[config.mk]
export PLATFORM = sky130hd
export DESIGN_NAME = am2910_seq_ctrl_flat
export DESIGN_NICKNAME = d
export VERILOG_FILES = /design/src/rtl/am2910_seq_ctrl_if.sv /design/src/rtl/am2910_seq_ctrl.sv /design/src/flat_wrapper.sv
export SDC_FILE = /design/constraint.sdc
export NUM_CORES = 1
export LEC_CHECK = 0
export CORE_MARGIN = 1
export CORE_UTILIZATION = 35
export CTS_CLUSTER_SIZE = 30
export DETAILED_ROUTE_END_ITERATION = 6
export PLACE_DENSITY = 0.58
export RECOVER_POWER = 50
export SLEW_MARGIN = 5
export SYNTH_ARGS = -nofsm -noshare
export SYNTH_HDL_FRONTEND = slang
export SYNTH_SLANG_ARGS = --single-unit
[constraint.sdc]
create_clock -name clk -period 5.6 [get_ports clk]
set_clock_uncertainty 0.1 [all_clocks]
set_input_delay 1.12 -clock clk [delete_from_list [all_inputs] [get_ports clk]]
set_output_delay 1.12 -clock clk [all_outputs]
set_load 0.01 [all_outputs]
[src/rtl/am2910_seq_ctrl_if.sv]
// rtl/am2910_seq_ctrl_if.sv - sequencer-to-LIFO stack handshake bundle
interface am2910_seq_ctrl_if #(
    parameter int AW = 12
);
    logic          stk_push;
    logic          stk_pop;
    logic          stk_clear;
    logic [AW-1:0] stk_din;
    logic [AW-1:0] stk_top;
    logic          stk_full;
    logic          stk_empty;

    modport master (
        output stk_push, stk_pop, stk_clear, stk_din,
        input  stk_top, stk_full, stk_empty
    );

    modport slave (
        input  stk_push, stk_pop, stk_clear, stk_din,
        output stk_top, stk_full, stk_empty
    );
endinterface

[src/rtl/am2910_seq_ctrl.sv]
// rtl/am2910_seq_ctrl.sv - AM2910-style next-address control core (uPC, R, stack strobes)
module am2910_seq_ctrl #(
    parameter int AW = 12
) (
    input  logic                 clk,
    input  logic                 reset,
    input  logic [3:0]           instr,
    input  logic [AW-1:0]        d_in,
    input  logic                 ccen_n,
    input  logic                 cc_n,
    input  logic                 rld_n,
    input  logic                 ci,
    output logic [AW-1:0]        y,
    am2910_seq_ctrl_if.master    stk,
    output logic                 pl_n,
    output logic                 map_n,
    output logic                 vect_n,
    output logic                 full_n
);

    typedef enum logic [3:0] {
        I_JZ   = 4'd0,  I_CJS  = 4'd1,  I_JMAP = 4'd2,  I_CJP  = 4'd3,
        I_PUSH = 4'd4,  I_JSRP = 4'd5,  I_CJV  = 4'd6,  I_JRP  = 4'd7,
        I_RFCT = 4'd8,  I_RPCT = 4'd9,  I_CRTN = 4'd10, I_CJPP = 4'd11,
        I_LDCT = 4'd12, I_LOOP = 4'd13, I_CONT = 4'd14, I_TWB  = 4'd15
    } instr_e;

    localparam logic [AW-1:0] ONE = {{(AW-1){1'b0}}, 1'b1};

    logic [AW-1:0] upc_q, upc_d;
    logic [AW-1:0] r_q, r_d;
    instr_e        op;
    logic          pass, rz;
    logic          push_req, pop_req, r_load, r_dec;

    assign op   = instr_e'(instr);
    assign pass = ccen_n | ~cc_n;
    assign rz   = (r_q == '0);

    always_comb begin
        y         = upc_q;
        push_req  = 1'b0;
        pop_req   = 1'b0;
        stk.stk_clear = 1'b0;
        r_load    = 1'b0;
        r_dec     = 1'b0;
        pl_n      = 1'b0;
        map_n     = 1'b1;
        vect_n    = 1'b1;
        if (reset) begin
            y             = '0;
            stk.stk_clear = 1'b1;
        end else begin
            unique case (op)
                I_JZ: begin
                    y             = '0;
                    stk.stk_clear = 1'b1;
                end
                I_CJS:  if (pass) begin y = d_in; push_req = 1'b1; end
                I_JMAP: begin y = d_in; pl_n = 1'b1; map_n = 1'b0; end
                I_CJP:  if (pass) y = d_in;
                I_PUSH: begin push_req = 1'b1; r_load = pass; end
                I_JSRP: begin push_req = 1'b1; y = pass ? d_in : r_q; end
                I_CJV: begin
                    if (pass) y = d_in;
                    pl_n   = 1'b1;
                    vect_n = 1'b0;
                end
                I_JRP:  y = pass ? d_in : r_q;
                I_RFCT: if (!rz) begin y = stk.stk_top; r_dec = 1'b1; end
                        else pop_req = 1'b1;
                I_RPCT: if (!rz) begin y = d_in; r_dec = 1'b1; end
                I_CRTN: if (pass) begin y = stk.stk_top; pop_req = 1'b1; end
                I_CJPP: if (pass) begin y = d_in; pop_req = 1'b1; end
                I_LDCT: r_load = 1'b1;
                I_LOOP: if (pass) pop_req = 1'b1;
                        else y = stk.stk_top;
                I_CONT: y = upc_q;
                I_TWB: begin
                    // Only the counting-down failure case keeps the loop entry on the stack
                    if (!rz && !pass) begin
                        y     = stk.stk_top;
                        r_dec = 1'b1;
                    end else begin
                        pop_req = 1'b1;
                        if (rz && !pass) y = d_in;
                    end
                end
                default: y = upc_q;
            endcase
        end
    end

    assign stk.stk_push = push_req & ~stk.stk_full;
    assign stk.stk_pop  = pop_req & ~stk.stk_empty & ~push_req;
    assign stk.stk_din  = upc_q;
    assign full_n       = ~stk.stk_full;

    always_comb begin
        upc_d = y + {{(AW-1){1'b0}}, ci};
        r_d   = r_q;
        if (reset)
            r_d = '0;
        else if (!rld_n || r_load)
            r_d = d_in;
        else if (r_dec)
            r_d = r_q - ONE;
    end

    always_ff @(posedge clk) begin
        if (reset) begin
            upc_q <= '0;
            r_q   <= '0;
        end else begin
            upc_q <= upc_d;
            r_q   <= r_d;
        end
    end

endmodule

[src/flat_wrapper.sv]
// flat-port wrapper written by rule: the top's interface ports become plain ports
module am2910_seq_ctrl_flat 
#(
    parameter int AW = 12
)
  (clk, reset, instr, d_in, ccen_n, cc_n, rld_n, ci, y, pl_n, map_n, vect_n, full_n, stk_stk_push, stk_stk_pop, stk_stk_clear, stk_stk_din, stk_stk_top, stk_stk_full, stk_stk_empty);
  am2910_seq_ctrl_if #(.AW(AW)) stk_i ();
  input  logic clk;
  input  logic reset;
  input  logic [3:0] instr;
  input  logic [AW-1:0] d_in;
  input  logic ccen_n;
  input  logic cc_n;
  input  logic rld_n;
  input  logic ci;
  output logic [AW-1:0] y;
  output logic pl_n;
  output logic map_n;
  output logic vect_n;
  output logic full_n;
  output wire logic [$bits(stk_i.stk_push)-1:0] stk_stk_push;
  output wire logic [$bits(stk_i.stk_pop)-1:0] stk_stk_pop;
  output wire logic [$bits(stk_i.stk_clear)-1:0] stk_stk_clear;
  output wire logic [$bits(stk_i.stk_din)-1:0] stk_stk_din;
  input wire logic [$bits(stk_i.stk_top)-1:0] stk_stk_top;
  input wire logic [$bits(stk_i.stk_full)-1:0] stk_stk_full;
  input wire logic [$bits(stk_i.stk_empty)-1:0] stk_stk_empty;
  assign stk_stk_push = stk_i.stk_push;
  assign stk_stk_pop = stk_i.stk_pop;
  assign stk_stk_clear = stk_i.stk_clear;
  assign stk_stk_din = stk_i.stk_din;
  assign stk_i.stk_top = stk_stk_top;
  assign stk_i.stk_full = stk_stk_full;
  assign stk_i.stk_empty = stk_stk_empty;
  am2910_seq_ctrl #(.AW(AW)) u_core (.clk(clk), .reset(reset), .instr(instr), .d_in(d_in), .ccen_n(ccen_n), .cc_n(cc_n), .rld_n(rld_n), .ci(ci), .y(y), .stk(stk_i), .pl_n(pl_n), .map_n(map_n), .vect_n(vect_n), .full_n(full_n));
endmodule
## Word level (Yosys, flattened, before mapping)

Cells that the tools add are included.
Widths: inputs -> output; s select.

- Mux-type cells: 33
- Bitwise logic cells: 8
- Add/subtract/negate cells: 2
- Reductions and logical operators: 15
- Eq/ne operators: 14

Operator list:

| operator | number |
|---|---|
| $mux 12 | 11 |
| $pmux 12 s9 | 1 |
| $eq 4x4->1 const B | 7 |
| $mux 1 | 17 |
| $eq 4x3->1 const B | 4 |
| $add 12x1->12 | 1 |
| $logic_not 12->1 | 1 |
| $sub 12x1->12 const B | 1 |
| $eq 4x2->1 const B | 2 |
| $reduce_or 2->1 | 4 |
| $pmux 1 s2 | 3 |
| $eq 4x1->1 const B | 1 |
| $logic_not 4->1 | 1 |
| $not 1->1 | 4 |
| $reduce_or 4->1 | 1 |
| $and 1x1->1 | 3 |
| $logic_not 1->1 | 3 |
| $pmux 1 s3 | 1 |
| $reduce_or 3->1 | 1 |
| $logic_and 1x1->1 | 2 |
| $reduce_bool 2->1 | 1 |
| $logic_or 1x1->1 | 1 |
| $or 1x1->1 | 1 |

- Word-level logic and storage cells: 74
- Input bits: 36
- Bits in registers: 24
- Output and inout bits: 31

## Longest topological paths before layout

Gate-level depths: netlist (run 1).

- Depth after elaboration: 9
- Depth in mapped cells: 18

## Worst setup path before layout (run 1)

No wires, ideal clock.

- Path kind: input -> register
- Start: in ccen_n
- End: reg u_core.upc_q[8], in the netlist u_core.stk.stk_din[8]
- Required time: 5.344 ns
- Arrival time: 4.458 ns
- Stages: 18
- Buffers on the path: 4
- Path slack: 0.886 ns
- Setup time: 0.156 ns
- Cells stage by stage: nand2b_1 > clkbuf_1 > clkbuf_1 > buf_2 > buf_1 > nand2_1 > nand2_1 > a21oi_1 > nor2_1 > o21a_1 > a221o_1 > o22ai_1 > a21oi_1 > ha_1 > ha_1 > or4b_1 > nor4b_2 > xor2_1

- Word-level cells in the longest chain between the ends: 8

Ends and longest elaborated chain:

| what | RTL line | RTL |
|---|---|---|
| from (decl) | flat_wrapper.sv:12 | `input logic ccen_n;` |
| $or 1x1->1 * | am2910_seq_ctrl.sv:37 | `assign pass = ccen_n \| ~cc_n;` |
| $logic_not 1->1 | am2910_seq_ctrl.sv:81, am2910_seq_ctrl.sv:86 |  |
| $logic_and 1x1->1 | am2910_seq_ctrl.sv:86 | `if (rz && !pass) y = d_in;` |
| $mux 12 | am2910_seq_ctrl.sv:86 |  |
| $mux 12 | am2910_seq_ctrl.sv:81 | `if (!rz && !pass) begin` |
| $pmux 12 s9 * | am2910_seq_ctrl.sv:54 | `unique case (op)` |
| $mux 12 * | am2910_seq_ctrl.sv:50 | `if (reset) begin` |
| named net y[0] | flat_wrapper.sv:16 | `output logic [AW-1:0] y;` |
| $add 12x1->12 * | am2910_seq_ctrl.sv:100 | `upc_d = y + {{(AW-1){1'b0}}, ci};` |
| to (signal assigned) | am2910_seq_ctrl.sv:115 | `upc_q <= upc_d;` |
| to (decl) | am2910_seq_ctrl.sv:30 | `logic [AW-1:0] upc_q, upc_d;` |

The timed path passes the listed nets; every way through them passes the cells marked *.
A chain may end at the register's enable or synchronous reset.

## Final worst setup path (run 1)

- Start: in ccen_n
- End: out y[6]

- Word-level cells in the longest chain between the ends: 7

Ends and longest elaborated chain:

| what | RTL line |
|---|---|
| $or 1x1->1 * | am2910_seq_ctrl.sv:37 |
| $logic_not 1->1 | am2910_seq_ctrl.sv:81, am2910_seq_ctrl.sv:86 |
| $logic_and 1x1->1 | am2910_seq_ctrl.sv:86 |
| $mux 12 | am2910_seq_ctrl.sv:86 |
| $mux 12 | am2910_seq_ctrl.sv:81 |
| $pmux 12 s9 * | am2910_seq_ctrl.sv:54 |
| $mux 12 * | am2910_seq_ctrl.sv:50 |
| to (decl) | flat_wrapper.sv:16 |

Every way passes the cells marked *; elsewhere a longest branch is shown, timed or not.

==> flow_summary.yaml, run 1 <==
synth:
  synthTopCellsByCount: "nor2_1, nand2_1, dfxtp_1"
  synthesis.area_per_instance_um2: 7.18
  synth_most_common_cell: "nor2_1"
  library_cell_occupying_the_most_area_in_the_post_synthesis_netlist: "dfxtp_1"
  synth_enable_flop_cells: 0
  primary_flip_flop_cell_chosen_by_synthesis_mapping: "dfxtp_1"
  fraction_of_synthesis_flops_using_an_asynchronous_set_or_reset_pin: 0
  share_of_the_yosys_chip_area_belonging_to_registers: 0.158
  synth_largest_type_area_fraction: 0.158
  syn-instance-count: 423
  netlist_area_um2: 3040
  synth_seq_cells: 24
  synth_warnings: 0
  synth.area.top_cells: "dfxtp_1, mux2i_1, nor2_1, nand2_1, o21ai_0"
  synth.net_count: 462
  netlist-cell-type-count: 77
drt:
  detailroute.via_count: 3666
  first_pass_iteration_count_of_the_detailed_router: 6
  drt.antenna.violating_nets: 0
  vias_per_cell: 6.27
  routedWlPerCell_um: 22.2
  route.detailed.drc: 0
  drt-total-wl_um: 13000
  drtIter0Drc: 281
layout:
  post_route_cells_drive_above_1_share: 0.0958
  area_growth_syn_to_layout_pct: 30.0
  postLayoutCellArea_um2: 3950
  num-nets-final: 520
  insertedDiodeCount: 0
  utilization: 0.476
power_and_ir_drop:
  powerDensity_nw_per_um2: 171
  ir_drop_v: 0.0000881
  leakagePower_nw: 1.49
critical_path:
  critical_path_arrival_ns: 4.13
  r2r_setup_slk_ns: 1.25
  worstSetupEndpointType: "output port"
  type_of_element_launching_the_critical_path: "input pin"
  worst-path-max-fanout: 14
  setup.worst_path.class: "in -> out"
  wp_data_required_ns: 4.38
timing:
  final.hold.worst_slack_ns: 0.444
  max_freq_ghz: 0.187
  finalSetupViolations: 0
  rsz0062_at_grt: "false"
  maxSlewHeadroom: 0.205
  final.min_clock_period_ns: 5.35
  min_period_over_period: 0.955
  worst_slew_pin_slew_ns: 1.19
  report.final.slew_viol_count: 0
  final_number_of_hold_violating_endpoints: 0
  finalSetupTns_ns: 0
clock_tree:
  clk-insertion-delay-late_ns: 0.29
  clk_transition_reported_paths_ns: 0.11
  cts_setup_buffers: 0
  ctsHoldBuffers: 0
  cts_tree: "done"
  max-clock-path-buffers: 2
  clock_sinks: 24
  cts_resized: 0
  clockRootBuffer: "clkbuf_8"
  numCtsBuffers: 3
  htree_num_levels: 1
grt:
  via_count_of_the_first_global_routing_pass: 3442
  antenna_found_initial: 0
  grt_pass1_wl_um: 19900
  maximum_number_of_pins_on_one_net_before_global_route_repair: 42
  gr_util_all_layers: 0.294
  grt_ovf: 0
floorplanning:
  core_area_um2: 8300
  floorplan.die.height_um: 95.1
  die-area_um2: 9050
  num_rows: 33
  io-pin-count: 67
  die-width_um: 95.1
  initial_core_util: 0.366
flow_run:
  drv_cap: 0
placed_design:
  globalplace.congestion: 0.985
  postPlaceCellArea_um2: 3880
  portBuffers: 66
  dpl.hpwl_um: 9590
min_path:
  worstHoldPathType: "reg -> reg"
run_status:
  status: "completed"
## cells by family (layout without fill, tap and decap cells)
kind of cell | Yosys count | count (layout) | share of synthesized area
mux | 22 | 22 | 0.0779
xor+xnor | 15 | 15 | 0.0433
simple gates | 187 | 187 | 0.344
buf+inv | 50 | 107 | 0.0705
fa+ha+maj | 3 | 3 | 0.0124
compound gates | 122 | 122 | 0.294
flops | 24 | 24 | 0.158
## report_power, final
| group | internal, W | switching, W |
|---|---|---|
| Clock | 0.0000960 | 0.0000746 |
| Combinational | 0.000134 | 0.000159 |
| Sequential | 0.000186 | 0.0000252 |
## sequential cells by signal, summed over array words and instances, names as in the netlist
name and cells:
u_core.stk.stk_din 12, u_core.r_q 12
## final cells by class
cell class	count	area, um2
clock buffer	3	41.3
clock inverter	1	30.0
fill	861	4350
inverter	14	52.6
multi-input combinational	349	2340
sequential	24	480
tap	105	131
timing repair buffer	89	867
## cell usage in the layout (no fill, tap or decap), types with 9 or more instances in the layout
master	count
clkdlybuf4s50_1	52
nor2_1	45
nand2_1	30
dfxtp_1	24
o21ai_0	21
buf_4	19
mux2i_1	18
nand3_1	16
a21oi_1	16
nor3_1	14
inv_1	14
dlygate4sd3_1	14
a211oi_1	13
nor4_1	9
## routing by layer
metal  up-vias  share of wire  GRT usage
met2       177           0.46      0.474
met5         -              0          0
met1      1730           0.45      0.401
met4         0          0.021     0.0808
li1       1734              -          -
met3        25          0.069     0.0463
## final timing paths
path / start / to / depth (start not counted)
min reg2reg: u_core.r_q[3]$_SDFFE_PP0P_ / u_core.r_q[3]$_SDFFE_PP0P_ / 2
max: ccen_n / y[6] / 10
min: u_core.r_q[3]$_SDFFE_PP0P_ / u_core.r_q[3]$_SDFFE_PP0P_ / 2
max reg2reg: u_core.r_q[0]$_SDFFE_PP0P_ / u_core.stk.stk_din[8]$_SDFF_PP0_ / 14
## through the flow
stage	power [W]	cells	setup slack, ns
final	0.000675	585	0.252
after global routing	0.000710	585	0.0538
after CTS	0.000679	585	0.324
after detailed placement	0.000507	581	0.326
after global placement	0.000507	581	0.322
after floorplan	0.000374	423	0.886
## critical path: stages
cell,delay (ns)
dlygate4sd3_1,0.59
nand2b_1,0.40
buf_4,0.33
a31oi_1,0.25
a21oi_1,0.14
o32ai_1,0.19
o31ai_1,0.14
or2_2,0.36
inv_1,0.08
clkdlybuf4s50_1,0.53
Note: power is estimated with default switching activity, not from simulation.
==> run 2: changes to the inputs <==
DONT_BUFFER_PORTS = 1   (was not set)
PLACE_DENSITY = 0.48   (was 0.58)
==> run 2 against run 1 <==
  * Largest cell class unchanged
  * Worst setup slack better by 0.43 ns
  * Clock power is 37% lower
  * Wire length is 7.8% lower
  * Critical endpoint is now y[5]
  * Hold slack lost 0.022 ns
  * Highest routed layer unchanged
  * Fmax rose by 8.7%
  * Total power decreased by 24%
  * First-iteration DRC count rose by 46%
  * Via count is 8.9% lower
  * Design area shrank 22%
  * Sequential share of layout area up 3.4 points
  * Non-clock buffer count down 82
  * Register-to-register slack worse by 0.10 ns
==> flow_summary.yaml, run 2 (synthesis gave the netlist of run 1 again) <==
drt:
  detailroute.via_count: 3339
  route.detailed.drc: 0
  drtIter0Drc: 411
  drt.antenna.violating_nets: 0
  routedWlPerCell_um: 23.8
  vias_per_cell: 6.65
  drt-total-wl_um: 12000
  first_pass_iteration_count_of_the_detailed_router: 5
clock_tree:
  ctsHoldBuffers: 0
  clockRootBuffer: "clkbuf_8"
  cts_setup_buffers: 0
  clk-insertion-delay-late_ns: 0.27
  cts_tree: "done"
  htree_num_levels: 1
  max-clock-path-buffers: 2
  numCtsBuffers: 3
  cts_resized: 0
  clock_sinks: 24
  clk_transition_reported_paths_ns: 0.09
layout:
  fillers: 930
  layout.cells.most_common: "nor2_1"
  insertedDiodeCount: 0
  most-common-layout-cells: "nor2_1, nand2_1, dfxtp_1"
  area_growth_syn_to_layout_pct: 1.94
  num-nets-final: 438
  post_route_cells_drive_above_1_share: 0.0705
power_and_ir_drop:
  share_clk_of_total_power: 0.211
  powerDensity_nw_per_um2: 165
  totalPowerFinal_w: 0.000511
  pint_w: 0.000311
  leakagePower_nw: 1.10
  p_sw_frac: 0.392
  power.share.sequential: 0.423
  power.combinational.fraction: 0.366
  ir_drop_v: 0.000101
  p_switching_w: 0.000201
grt:
  via_count_of_the_first_global_routing_pass: 3198
  antenna_found_initial: 0
  maximum_number_of_pins_on_one_net_before_global_route_repair: 42
  grt_pass1_wl_um: 18400
  grt_ovf: 0
  gr_util_all_layers: 0.270
critical_path:
  r2r.worst_path.cells: 14
  r2r_setup_slk_ns: 1.15
  timing.critical_path.cells: "nand2b_1, clkbuf_1, mux4_2, and3_1, a211o_1, nor3_1, a211oi_2"
  worstSetupEndpointType: "output port"
  rr_endpoint: "u_core.stk.stk_din[8]$_SDFF_PP0_"
  r2r-start: "u_core.r_q[0]$_SDFFE_PP0P_"
  critical_path.n_buffers_inverters: 1
  critical_path_arrival_ns: 3.70
  timing.critical_path.max_delay_family: "simple AND/OR/NAND/NOR gates"
  type_of_element_launching_the_critical_path: "input pin"
  crit_slowest_cell: "clkbuf_1"
  worst-path-max-fanout: 18
  setup.worst_path.class: "in -> out"
  wp_data_required_ns: 4.38
  slowest_delay_ns: 0.74
min_path:
  worstHoldPathType: "reg -> reg"
  worst_hold_path.endpoint: "u_core.r_q[7]$_SDFFE_PP0P_"
  worstHoldPathCells: 2
  holdCritStartpoint: "u_core.r_q[7]$_SDFFE_PP0P_"
placed_design:
  dpl.hpwl_um: 8900
  place_worst_setup_slack_ns: 0.992
  globalplace.congestion: 0.936
  portBuffers: 0
run_status:
  status: "completed"
floorplanning:
  die-area_um2: 9050
  floorplan.die.height_um: 95.1
  io-pin-count: 67
  die-width_um: 95.1
  num_rows: 33
  core_area_um2: 8300
  initial_core_util: 0.366
timing:
  finalSetupViolations: 0
  maxSlewHeadroom: 0.386
  final.min_clock_period_ns: 4.92
  rsz0062_at_grt: "false"
  finalSetupTns_ns: 0
  worst_slew_pin_slew_ns: 0.921
  max_freq_ghz: 0.203
  final_number_of_hold_violating_endpoints: 0
  final_critical_path_setup_slack_ns: 0.681
  report.final.slew_viol_count: 0
  min_period_over_period: 0.878
flow_run:
  drv_cap: 0
[run 2: changes by cell type in the layout (fill, tap and decap cells not counted)]
| cell | previous run | this run |
|---|---|---|
| clkbuf_1 | 1 | 2 |
| buf_12 | 3 | 0 |
| buf_4 | 19 | 5 |
| bufinv_16 | 1 | 0 |
| and2_0 | 1 | 0 |
| clkdlybuf4s50_1 | 52 | 0 |
| dlygate4sd3_1 | 14 | 0 |
| and2_1 | 6 | 7 |
[run 2: final cells by class]
type	instances	area [um2]	area share
Clock buffer	3	41.3	0.0133
Inverter	14	52.6	0.0170
Multi-Input combinational cell	349	2340	0.757
Sequential cell	24	480	0.155
Tap cell	105	131	0.0425
Timing Repair Buffer	7	45.0	0.0146
[run 2: power groups by stage]
stage | clock (W) | combinational (W) | sequential [W]
after floorplan | 0 | 0.000167 | 0.000208
after global placement | 0 | 0.000186 | 0.000220
after detailed placement | 0 | 0.000184 | 0.000220
after CTS | 0.000117 | 0.000186 | 0.000216
after global routing | 0.000121 | 0.000205 | 0.000219
final | 0.000108 | 0.000187 | 0.000217
[run 2: how the worst max path moves through the flow]
stage                               startpoint                                to  slack, ns  depth (start not counted)
floorplan                               ccen_n  u_core.stk.stk_din[8]$_SDFF_PP0_       0.89                         18
global placement                          cc_n  u_core.stk.stk_din[8]$_SDFF_PP0_       1.13                         15
detailed placement                        cc_n  u_core.stk.stk_din[8]$_SDFF_PP0_       0.99                         15
CTS                 u_core.r_q[0]$_SDFFE_PP0P_                              y[7]       1.08                          9
global route                            ccen_n                              y[5]       0.61                          7
finish                                  ccen_n                              y[5]       0.68                          7
[run 2: metal layers]
layer,share of wire,routed length [um],vias to the layer above,global-route usage
met2,0.43,5170,213,0.417
met4,0.027,321,0,0.0631
met5,0,0,-,0
li1,-,-,1566,-
met3,0.11,1320,29,0.0510
met1,0.43,5170,1531,0.385
[run 2: tightest hold or removal path: stages, from the launching register on]
cell and delay [ns]:
dfxtp_1 0.34, o41ai_1 0.07, a311oi_1 0.08
[run 2: stage by stage]
stage                     cells  hold WS [ns]  utilization  cell area (um2)
after floorplan             423         0.380            -             3040
after global placement      499         0.405        0.369             3060
after detailed placement    499         0.403        0.369             3060
after CTS                   502         0.420        0.374             3100
after global routing        502         0.447        0.373             3090
final                       502         0.421        0.373             3090
